--- config.mk ---
export PLATFORM = sky130hd
export DESIGN_NAME = msg_encoder_flat
export DESIGN_NICKNAME = d
export VERILOG_FILES = /design/src/rtl/msg_encoder_pkg.sv /design/src/rtl/msg_encoder_if.sv /design/src/rtl/msg_encoder.sv /design/src/flat_wrapper.sv
export SDC_FILE = /design/constraint.sdc
export NUM_CORES = 1
export LEC_CHECK = 0
export BUFFER_PORTS_ARGS = -buffer_cell sky130_fd_sc_hd__clkbuf_2
export CAP_MARGIN = 20
export CORE_MARGIN = 3
export CORE_UTILIZATION = 56
export CTS_BUF_LIST = sky130_fd_sc_hd__clkbuf_8
export DETAILED_ROUTE_END_ITERATION = 6
export PLACE_DENSITY = 0.91
export SLEW_MARGIN = 20
export SYNTH_ARGS = -nofsm -noshare
export SYNTH_HDL_FRONTEND = slang
export SYNTH_SLANG_ARGS = --single-unit
--- constraint.sdc ---
create_clock -name clk -period 2.1 [get_ports clk]
set_input_delay 0.21 -clock clk [delete_from_list [all_inputs] [get_ports clk]]
set_output_delay 0.21 -clock clk [all_outputs]
set_load 0.05 [all_outputs]
--- src/rtl/msg_encoder_pkg.sv ---
// NewHope shared constants, state encoding and the message bit ordering.
// The bit ordering must stay identical to the one msg_decoder uses.
package msg_encoder_pkg;

    localparam int NEWHOPE_Q      = 12289;
    localparam int NEWHOPE_HALF_Q = NEWHOPE_Q / 2;
    localparam int NEWHOPE_N      = 512;
    localparam int MSG_BITS       = 256;
    localparam int MSG_WORDS      = 8;

    localparam int COEF_W  = 16;
    localparam int BYTE_AW = $clog2(MSG_WORDS);
    localparam int POLY_AW = $clog2(NEWHOPE_N);

    localparam logic [COEF_W-1:0]  HALF_Q      = COEF_W'(NEWHOPE_HALF_Q);
    localparam logic [POLY_AW-1:0] POLY_OFFSET = POLY_AW'(NEWHOPE_N / 2);
    localparam logic [7:0]         LAST_BIT    = 8'(MSG_BITS - 1);

    typedef enum logic [2:0] {
        ST_IDLE,
        ST_FETCH,
        ST_LOAD,
        ST_WR_LO,
        ST_WR_HI
    } enc_state_t;

    // Index into a [0:31] word: byte i[4:3], bit i[2:0] counted from the byte's LSB.
    function automatic logic [4:0] msg_bit_sel(input logic [4:0] bit_idx);
        return {bit_idx[4:3], 3'd7 - bit_idx[2:0]};
    endfunction

endpackage

--- src/rtl/msg_encoder_if.sv ---
// Message RAM read port, polynomial RAM write port and start/busy/done handshake.
interface msg_encoder_if;
    import msg_encoder_pkg::*;

    logic                 start;
    logic                 busy;
    logic                 done;
    logic [BYTE_AW-1:0]   byte_addr;
    logic [0:31]          byte_do;
    logic                 poly_we;
    logic [POLY_AW-1:0]   poly_addr;
    logic [COEF_W-1:0]    poly_di;

    modport master (
        input  start,
        input  byte_do,
        output busy,
        output done,
        output byte_addr,
        output poly_we,
        output poly_addr,
        output poly_di
    );

    modport slave (
        output start,
        output byte_do,
        input  busy,
        input  done,
        input  byte_addr,
        input  poly_we,
        input  poly_addr,
        input  poly_di
    );

endinterface

--- src/rtl/msg_encoder.sv ---
// NewHope poly_frommsg: expands a 256-bit message into 512 coefficients,
// writing poly[i] and poly[i+256] as HALF_Q or 0 for each message bit i.
module msg_encoder
    import msg_encoder_pkg::*;
(
    input  logic           clk,
    input  logic           rst_n,
    msg_encoder_if.master  bus
);

    enc_state_t          state;
    logic [7:0]          i;
    logic [7:0]          i_next;
    logic [0:31]         w;
    logic                cur_bit;
    logic [COEF_W-1:0]   cur_coef;

    logic                busy_r;
    logic                done_r;
    logic [BYTE_AW-1:0]  byte_addr_r;
    logic                poly_we_r;
    logic [POLY_AW-1:0]  poly_addr_r;
    logic [COEF_W-1:0]   poly_di_r;

    assign i_next   = i + 8'd1;
    assign cur_bit  = w[msg_bit_sel(i[4:0])];
    assign cur_coef = cur_bit ? HALF_Q : '0;

    // Outputs lag the state by one cycle, so done appears the cycle after the
    // last write and busy drops on that same edge.
    always_ff @(posedge clk or negedge rst_n) begin
        if (!rst_n) begin
            state       <= ST_IDLE;
            i           <= '0;
            w           <= '0;
            busy_r      <= 1'b0;
            done_r      <= 1'b0;
            byte_addr_r <= '0;
            poly_we_r   <= 1'b0;
            poly_addr_r <= '0;
            poly_di_r   <= '0;
        end else begin
            busy_r    <= (state != ST_IDLE);
            done_r    <= (state == ST_IDLE) && busy_r;
            poly_we_r <= 1'b0;

            case (state)
                ST_IDLE: begin
                    // busy_r/done_r still high means the last run is finishing.
                    if (bus.start && !busy_r && !done_r) begin
                        i           <= '0;
                        byte_addr_r <= '0;
                        state       <= ST_FETCH;
                    end
                end

                ST_FETCH: begin
                    state <= ST_LOAD;
                end

                ST_LOAD: begin
                    w     <= bus.byte_do;
                    state <= ST_WR_LO;
                end

                ST_WR_LO: begin
                    poly_we_r   <= 1'b1;
                    poly_addr_r <= {1'b0, i};
                    poly_di_r   <= cur_coef;
                    state       <= ST_WR_HI;
                end

                ST_WR_HI: begin
                    poly_we_r   <= 1'b1;
                    poly_addr_r <= {1'b0, i} + POLY_OFFSET;
                    poly_di_r   <= cur_coef;
                    i           <= i_next;
                    if (i == LAST_BIT) begin
                        state <= ST_IDLE;
                    end else if (i[4:0] == 5'd31) begin
                        byte_addr_r <= i_next[7:5];
                        state       <= ST_FETCH;
                    end else begin
                        state <= ST_WR_LO;
                    end
                end

                default: begin
                    state <= ST_IDLE;
                end
            endcase
        end
    end

    assign bus.busy      = busy_r;
    assign bus.done      = done_r;
    assign bus.byte_addr = byte_addr_r;
    assign bus.poly_we   = poly_we_r;
    assign bus.poly_addr = poly_addr_r;
    assign bus.poly_di   = poly_di_r;

endmodule
--- src/flat_wrapper.sv ---
// flat-port wrapper written by rule: the top's interface ports become plain ports
module msg_encoder_flat import msg_encoder_pkg::*;
  (clk, rst_n, bus_start, bus_byte_do, bus_busy, bus_done, bus_byte_addr, bus_poly_we, bus_poly_addr, bus_poly_di);
  msg_encoder_if bus_i ();
  input  logic clk;
  input  logic rst_n;
  input wire logic [$bits(bus_i.start)-1:0] bus_start;
  input wire logic [$bits(bus_i.byte_do)-1:0] bus_byte_do;
  output wire logic [$bits(bus_i.busy)-1:0] bus_busy;
  output wire logic [$bits(bus_i.done)-1:0] bus_done;
  output wire logic [$bits(bus_i.byte_addr)-1:0] bus_byte_addr;
  output wire logic [$bits(bus_i.poly_we)-1:0] bus_poly_we;
  output wire logic [$bits(bus_i.poly_addr)-1:0] bus_poly_addr;
  output wire logic [$bits(bus_i.poly_di)-1:0] bus_poly_di;
  assign bus_i.start = bus_start;
  assign bus_i.byte_do = bus_byte_do;
  assign bus_busy = bus_i.busy;
  assign bus_done = bus_i.done;
  assign bus_byte_addr = bus_i.byte_addr;
  assign bus_poly_we = bus_i.poly_we;
  assign bus_poly_addr = bus_i.poly_addr;
  assign bus_poly_di = bus_i.poly_di;
  msg_encoder u_core (.clk(clk), .rst_n(rst_n), .bus(bus_i));
endmodule
# After elaboration in Yosys (flattened, before gate mapping)
# Index checks and enable logic that the tools add are counted.
totals:
  reg_bits: 74
  elab_cells: 51
  input_bits: 35
  output_inout_bits: 31
classes:
  n_reduce_logical: 12
  eq_ne: 9
  bitwise: 1
  order_cmp: 1
  muxes: 16
  addsub: 3
op_table:
  columns: ["operator", "count"]
  rows:
  - ["$pmux W9 S2", 1]
  - ["$pmux W8 S2", 1]
  - ["$mux W3", 5]
  - ["$pmux W3 S5", 1]
  - ["$mux W13", 1]
  - ["$add A8 B9 Y9 const B", 1]
  - ["$add A8 B1 Y8 const B", 1]
  - ["$eq A8 B8 Y1 const B", 1]
  - ["$mux W8", 1]
  - ["$eq A3 B2 Y1 const B", 2]
  - ["$ge A6 B6 Y1 const B", 1]
  - ["$not A5 Y6", 1]
  - ["$pmux W3 S2", 1]
  - ["$bmux W1 S5", 1]
  - ["$eq A5 B5 Y1 const B", 1]
  - ["$ne A2 B2 Y1 const B", 2]
  - ["$reduce_and A4 Y1", 1]
  - ["$reduce_bool A2 Y1", 2]
  - ["$eq A3 B1 Y1 const B", 1]
  - ["$eq A3 B3 Y1 const B", 1]
  - ["$logic_and A1 B1 Y1", 3]
  - ["$logic_not A3 Y1", 1]
  - ["$mux W1", 3]
  - ["$reduce_bool A3 Y1", 1]
  - ["6 further kinds", 7]

# Logic depth before layout (Yosys ltp)
# Gate-level depths: netlist (run 1).
logic_depth:
  ltp_word: 6
  ltp_mapped: 8
  depth_no_buf: 6

# Least setup slack after synthesis (run 1)
# OpenSTA, ideal clock, no wires.
synth_timing:
  path_kind: "register -> register"
  start: "register u_core.busy_r, in the netlist u_core.bus.busy"
  end: "register u_core.byte_addr_r[0], in the netlist u_core.bus.byte_addr[0]"
  synth_period_minus_slack_ns: 1.887
  path_slack_ns: 0.213
  required_ns: 1.972
  stages_incl_launch_ff: 7
  setup_time_ns: 0.128
  arrival_time_ns: 1.759
  n_path_buf: 1
  path_cell_list: "dfrtp_1 nor2_1 a21oi_1 or3_1 clkbuf_1 a21oi_2 mux2_1"
synth_via:
  elab_chain_len: 5
synth_rtl:
  columns: ["item", "line", "source"]
  rows:
  - ["from (decl)", "msg_encoder.sv:18", "logic busy_r;"]
  - ["from (signal assigned)", "msg_encoder.sv:43", "busy_r <= (state != ST_IDLE);"]
  - ["$logic_not A1 Y1", "msg_encoder.sv:50", "if (bus.start && !busy_r && !done_r) begin"]
  - ["$logic_and A1 B1 Y1 (2 in a row)", "msg_encoder.sv:50", null]
  - ["$ne A2 B2 Y1 (no source line)", null, null]
  - ["$reduce_and A4 Y1 (no source line)", null, null]
  - ["to (signal assigned)", "msg_encoder.sv:81", "byte_addr_r <= i_next[7:5];"]
  - ["to (decl)", "msg_encoder.sv:20", "logic [BYTE_AW-1:0] byte_addr_r;"]
# Every way passes these cells.
# A chain may end at the register's enable or synchronous reset.

# Final worst setup path (run 1)
layout_timing:
  start: "register u_core.i[0]"
  end: "register u_core.byte_addr_r[1], in the netlist u_core.bus.byte_addr[1]"
layout_via:
  elab_chain_len: 4
  elab_cells_between_ends: 9
  cone_classes: "add/sub: 1; eq/ne: 4; mux: 3; reduce/logical: 1"
layout_rtl:
  columns: ["item", "line", "source"]
  rows:
  - ["from (decl)", "msg_encoder.sv:12", "logic [7:0] i;"]
  - ["from (signal assigned)", "msg_encoder.sv:77", "i <= i_next;"]
  - ["$add A8 B1 Y8", "msg_encoder.sv:25", "assign i_next = i + 8'd1;"]
  - ["$mux W3", "msg_encoder.sv:80", "end else if (i[4:0] == 5'd31) begin"]
  - ["$mux W3", "msg_encoder.sv:78", "if (i == LAST_BIT) begin"]
  - ["$pmux W3 S2", "msg_encoder.sv:47", "case (state)"]
# Several ways; a longest one is shown, not always the timed one. The select of a mux whose other input is x is not followed.

==> results of run 1 <==
## layer usage
metal  vias up  global-route usage, %  wire length (µm)
li1        873                      -                 -
met1       912                  24.13              2300
met2        57                  32.28              2721
met3        12                  4.292               257
met4         0                  13.35               167
met5         -                      0                 0
## what timing repair did
item / in CTS / in global routing
endpoints found under the hold margin: 59 / 0
endpoints found under the setup margin: 0 / 0
hold buffers: 1 / 0
## cell families after synthesis
| family | share of synthesized area [%] |
|---|---|
| buffers and inverters | 8.525 |
| and+or+nand+nor | 8.134 |
| adders and majority gates | 0.8698 |
| other | 0.1304 |
| xor gates and xnor gates | 0.9136 |
| AOI/OAI and AO/OA | 6.743 |
| DFF | 51.33 |
| muxes | 23.36 |
## cells in the mapped netlist, types with 4 or more instances
library cell | instances | share of area [%]
buf_6 | 5 | 2.0
and3_1 | 4 | 0.87
mux2_1 | 28 | 11
mux2_2 | 19 | 7.4
dfrtp_1 | 59 | 51
nor2_1 | 12 | 1.6
buf_4 | 17 | 4.4
inv_1 | 5 | 0.65
mux4_2 | 5 | 3.9
buf_2 | 7 | 1.2
nand2_1 | 5 | 0.65
o21ai_0 | 7 | 1.2
a21oi_1 | 4 | 0.70
## layout by cell type (no fill, tap or decap), types with 5 or more instances in the layout
cell type	synthesis	layout
dfrtp_1	59	59
clkbuf_2	0	51
mux2_1	28	28
mux2_2	19	19
conb_1	1	14
nor2_1	12	12
clkbuf_8	0	10
o21ai_0	7	7
inv_1	5	6
buf_4	17	6
nand2_1	5	5
mux4_2	5	5
## worst paths after layout
check | startpoint | end | slack [ps] | depth (start not counted)
min in group asynchronous | rst_n | u_core.i[7]$_DFFE_PN0P_ | 400 | 3
max in group asynchronous | rst_n | u_core.bus.poly_addr[3]$_DFFE_PN0P_ | 1430 | 3
setup reg to reg | u_core.i[0]$_DFFE_PN0P_ | u_core.bus.byte_addr[1]$_DFFE_PN0P_ | 180 | 6
hold reg to reg | u_core.w[27]$_DFFE_PN0N_ | u_core.w[27]$_DFFE_PN0N_ | 480 | 1
setup / recovery | u_core.i[0]$_DFFE_PN0P_ | u_core.bus.byte_addr[1]$_DFFE_PN0P_ | 180 | 6
hold / removal | bus_byte_do[11] | u_core.w[20]$_DFFE_PN0N_ | 90 | 2
## registers in the layout, indices dropped and copies added (netlist names)
| signal | count |
|---|---|
| u_core.w | 32 |
| u_core.bus.poly_addr | 9 |
| u_core.i | 8 |
| u_core.bus.byte_addr | 3 |
| u_core.state | 3 |
| u_core.bus.busy | 1 |
| u_core.bus.done | 1 |
| u_core.bus.poly_di | 1 |
| u_core.bus.poly_we | 1 |
## power by group through the flow
stage	Sequential (mW)	Combinational (mW)	Clock (mW)
2_1_floorplan	1.20	0.121	0
3_3_place_gp	1.20	0.164	0
3_5_place_dp	1.21	0.169	0
4_1_cts	1.19	0.171	1.27
5_1_grt	1.19	0.184	1.32
6_report	1.19	0.168	1.25
## critical path, cell delays in order, from the launching register on
cell      delay [ps]
dfrtp_1          450
ha_1             270
and3_1           180
and3_1           190
nand2b_1         150
a21oi_2          200
mux2_1           350
## metrics by stage
stage	hold slack (ps)	instance area [µm²]	cells	utilization, %	worst slack (ps)
2_1_floorplan	-85.59	2925	237	-	213.3
3_3_place_gp	238.8	3153	334	65.03	277.0
3_5_place_dp	239.0	3153	334	65.03	174.5
4_1_cts	76.62	3405	351	70.22	166.9
5_1_grt	94.30	3405	351	70.22	94.59
6_report	87.66	3405	351	70.22	184.3
## layout make-up
type | count | area [µm²] | area share (%)
multi-input combinational | 142 | 1210 | 35.54
timing repair buffer | 61 | 370.4 | 10.88
inverter | 6 | 22.52 | 0.6615
clock inverter | 6 | 103.9 | 3.050
tap | 67 | 83.83 | 2.462
clock buffer | 10 | 137.6 | 4.043
sequential | 59 | 1476 | 43.37
==> results.md, run 1 <==
- Inserted Clock Buffers: 9
- Largest fanout on the critical path: 5
- Total grt overflow: 0
- FMAX: around 520 MHz
- Antenna violations before repair: 0
- Die width: around 78 µm
- Synth Instances: about 220
- Setup CP Type: reg2reg
- Area of the mapped netlist: 2877 µm²
- WL per Instance: 15.52 µm
- Mean post-synth cell area: approximately 13 µm²
- Pin count of the biggest net entering global routing: 60
- Post-cts repair resize count: 0
- Lkg Pwr: around 1.6 nW
- Top_reg_cell synth: dfrtp_1
- Critical Path AT: about 2100 ps
- Outcome: completed
- Ys async rst share: 100.0%
- Worst skew pair latency: approximately 340 ps
- Setup TNS: 0 ps
- Fraction of layout cells with a size suffix above 1: between 30% and 40%
- CP endpoint kind: flip-flop
- Clock Tree Buf Depth: 2
- Setup violators final: 0
- Period utilisation layout: 91.23%
- Clock share of power: a little under half
- Initial DRC count: 50
- Pwr Total: about 2.6 mW
- Worst-path clk slew: approximately 70 ps
- I/O Pins: 66
- Clk root buf: clkbuf_8
- Die area: around 6000 µm²
- Comb pwr share: around 6.4%
- Die Ht: between 70 and 80 µm
- Internal power: a little over 2 mW
- Unrepaired setup endpoints after global routing: no
- Max-slew violations: 0
- Switching Power: ~0.57 mW
- Startpoint types: flip-flop
- Yosys reg bits: slightly below 60
- Min Tclk post-route: approximately 1900 ps
- Seq pwr share: between 40% and 50%
- CTS tree: built
- WL final: roughly 5.4 mm
- GRT Util Overall: about 20%
- Buffers on Ports: 51
- Initial Utilization: between 50% and 60%
- Core Region: about 4800 µm²
- Row Count: 25
- YS warnings: 0
- Max VDD drop: about 0.00065 V
- PwrDens: 765.7 nW/µm²
- Post-synthesis sequential area ratio: between 50% and 60%
- Endpoints failing hold: 0
- H-tree Lvls: 3
- Fillers: roughly 320
- Global-route wire length before repair: 9.239 mm
- Synth-to-Final Area Change: 18.36%
- Postcts setup bufs: 0
- Sw frac: a little over a fifth
- Drt drc: 0
- Worst EP required: 2310 ps
- Final #Nets: approximately 320
- Vias in the first global route: about 1,900
- Number of synthesized flops with an enable pin: 0
- Detailed-route via count: 1,854
- Max_cap viols: 0
- Synth unique cells: between 40 and 50
- Drt pass-1 iters: 4
- Final GP Congestion: a little under 0.8
- Ant. Diodes: 0
- Worst Clk Skew: 6.104 ps
- Detailed placement HPWL: approximately 3.9 mm
- DR vias/cell: 5.282
- Final ANT Viol Nets: 0
- Hold Path Class: in2reg
- Clk sinks: just under 60
(Power assumes the default switching activity.)
==> run 2, diff against run 1 <==
- clock period: 2.1 -> 1.9 ns (I/O delays scaled with it)
==> results.md, run 2 (synthesized netlist as in run 1, its figures left out) <==
- Clock Tree Buf Depth: 2
- Comb pwr share: under 10%
- Die area: between 6000 and 7000 µm²
- Internal power: ~1.9 mW
- Worst skew pair latency: between 300 and 400 ps
- Sw frac: about a quarter
- Failing checks: negative hold slack
- GRT Util Overall: a little under a fifth
- Clock share of power: just under 40%
- Postcts setup bufs: 0
- Reg area: ~1500 µm²
- Most used cell, CP: and3_1
- I/O Pins: 66
- Slew margin rel.: 51.94%
- Startpoint types: flip-flop
- M1 wire length: ~2.2 mm
- Post-cts repair resize count: 0
- Post-route design area: roughly 3300 µm²
- PwrDens: 741.8 nW/µm²
- Area after DPL: around 3200 µm²
- Setup CP Type: reg2reg
- Post-layout util: just under 70%
- Met2 wire length: roughly 2.5 mm
- Tightest Pin Transition: roughly 720 ps
- Critical Path AT: between 2000 and 2500 ps
- Reg with most FFs: u_core.w
- Routed wl met3: approximately 380 µm
- Outcome: finished with violations
- Dpl ws: 82.41 ps
- Lkg Pwr: between 1.5 and 2 nW
- Row Count: 25
- Final GP Congestion: slightly above 0.8
- Switching Power: around 0.59 mW
- Inserted Clock Buffers: 9
- Ant. Diodes: 0
- Worst Clk Skew: 3.533 ps
- Final ANT Viol Nets: 0
- Antenna violations before repair: 0
- CP endpoint kind: flip-flop
- Buffers on Ports: 51
- Global-route wire length before repair: 8.714 mm
- Die width: a little under 80 µm
- Core Region: ~4800 µm²
- DR vias/cell: roughly 5.4
- CP Cell Sequence: ha_1 -> and3_1 -> and3_1 -> nand2b_1 -> a21oi_2 -> mux2_1
- R2R Path Start: u_core.i[0]$_DFFE_PN0P_
- CP max stage delay: just under 400 ps
- Clk sinks: 59
- Die Ht: 77.67 µm
- Min Tclk post-route: about 1800 ps
- Setup violators final: 0
- Worst EP required: between 2000 and 2500 ps
- # hold bufs at CTS: 0
- Final #Nets: approximately 320
- Fraction of layout cells with a size suffix above 1: 37.98%
- Area of the multi-input gates: around 1200 µm²
- Setup TNS: 0 ps
- Total grt overflow: 0
- Endpoints failing hold: 11
- FF-to-FF End: u_core.bus.byte_addr[0]$_DFFE_PN0P_
- Unrepaired setup endpoints after global routing: no
- Commonest non-fill, non-tap cell in the layout: dfrtp_1
- Synth-to-Final Area Change: 15.79%
- Fillers: 391
- Largest fanout on the critical path: 3
- Max VDD drop: between 0.0004 and 0.0005 V
- Top Layer Used: met4
- Seq pwr share: 53.2%
- Detailed-route via count: between 1,500 and 2,000
- Pin count of the biggest net entering global routing: 60
- WL per Instance: 14.82 µm
- Initial Utilization: roughly three fifths
- Max-slew violations: 0
- Most frequent cells in the layout: dfrtp_1, clkbuf_2, mux2_1
- WL final: around 5.2 mm
- Slowest CP cell: dfrtp_1
- Drt drc: 0
- Drt pass-1 iters: 4
- Period utilisation layout: between 90% and 100%
- FF-to-FF path depth: 6
- Hold slack: -5.989 ps
- Initial DRC count: 85
- Vias in the first global route: 1,896
- Detailed placement HPWL: around 3.8 mm
- Worst-path clk slew: 60 ps
- FMAX: between 500 and 600 MHz
- H-tree Lvls: 3
- Clk root buf: clkbuf_8
- Setup slack, reg-to-reg: approximately 80 ps
- Max reg flops: 32
- CTS tree: built
- Hold Path Class: in2async
- Worst setup margin: about 80 ps
- Max_cap viols: 0
-- run 2: cell types whose count changed in the layout (fill, tap and decap cells not counted), sizes merged --
cell,delta
bufinv,-3
inv,+2
dlygate4sd3,-1
clkbuf,+1
buf,+4
-- run 2: metrics by stage --
| stage | power [mW] | std cells | hold WS [ps] |
|---|---|---|---|
| final | 2.471 | 354 | -5.989 |
| after global routing | 2.587 | 354 | 44.47 |
| after CTS | 2.507 | 354 | 8.147 |
| after detailed placement | 1.516 | 338 | 378.3 |
| after global placement | 1.511 | 338 | 371.0 |
| after floorplan | 1.464 | 237 | -105.6 |
-- run 2: layer usage --
metal | vias up | GRT usage, %
li1 | 882 | -
met1 | 939 | 23.14
met2 | 61 | 29.20
met3 | 12 | 6.961
met4 | 0 | 10.68
met5 | - | 0
-- run 2: worst max-delay path by stage --
stage                              start  slack (ps)                             endpoint  cells past startpoint
5_1_grt          u_core.i[0]$_DFFE_PN0P_          20  u_core.bus.byte_addr[0]$_DFFE_PN0P_                      6
6_report         u_core.i[0]$_DFFE_PN0P_          80  u_core.bus.byte_addr[0]$_DFFE_PN0P_                      6
4_1_cts          u_core.i[0]$_DFFE_PN0P_          70  u_core.bus.byte_addr[0]$_DFFE_PN0P_                      6
3_5_place_dp     u_core.i[0]$_DFFE_PN0P_          80  u_core.bus.byte_addr[0]$_DFFE_PN0P_                      6
3_3_place_gp     u_core.i[0]$_DFFE_PN0P_         170  u_core.bus.byte_addr[2]$_DFFE_PN0P_                      6
2_1_floorplan  u_core.bus.busy$_DFF_PN0_          10  u_core.bus.byte_addr[0]$_DFFE_PN0P_                      6
-- run 2: power groups by stage --
stage | registers (mW) | clock network [mW] | logic (mW)
after CTS | 1.31 | 1.01 | 0.181
after global placement | 1.33 | 0 | 0.177
after detailed placement | 1.34 | 0 | 0.181
final | 1.31 | 0.979 | 0.179
after floorplan | 1.33 | 0 | 0.133
after global routing | 1.32 | 1.08 | 0.194
-- run 2: critical path: cells and delay by family, from the launching register on --
| family | cells | cell delay, ps |
|---|---|---|
| and+or+nand+nor | 3 | 510 |
| adders and majority gates | 1 | 230 |
| DFF | 1 | 390 |
| muxes | 1 | 350 |
| AOI/OAI and AO/OA | 1 | 220 |
-- run 2: final cells by class --
type,instances,share of cell area (%)
clock buffers,11,4.545
clock inverters,5,0.6386
inverters,6,0.6762
multi-input cells,142,36.33
flip-flops and latches,59,44.33
well taps,67,2.517
repair buffers,64,10.97
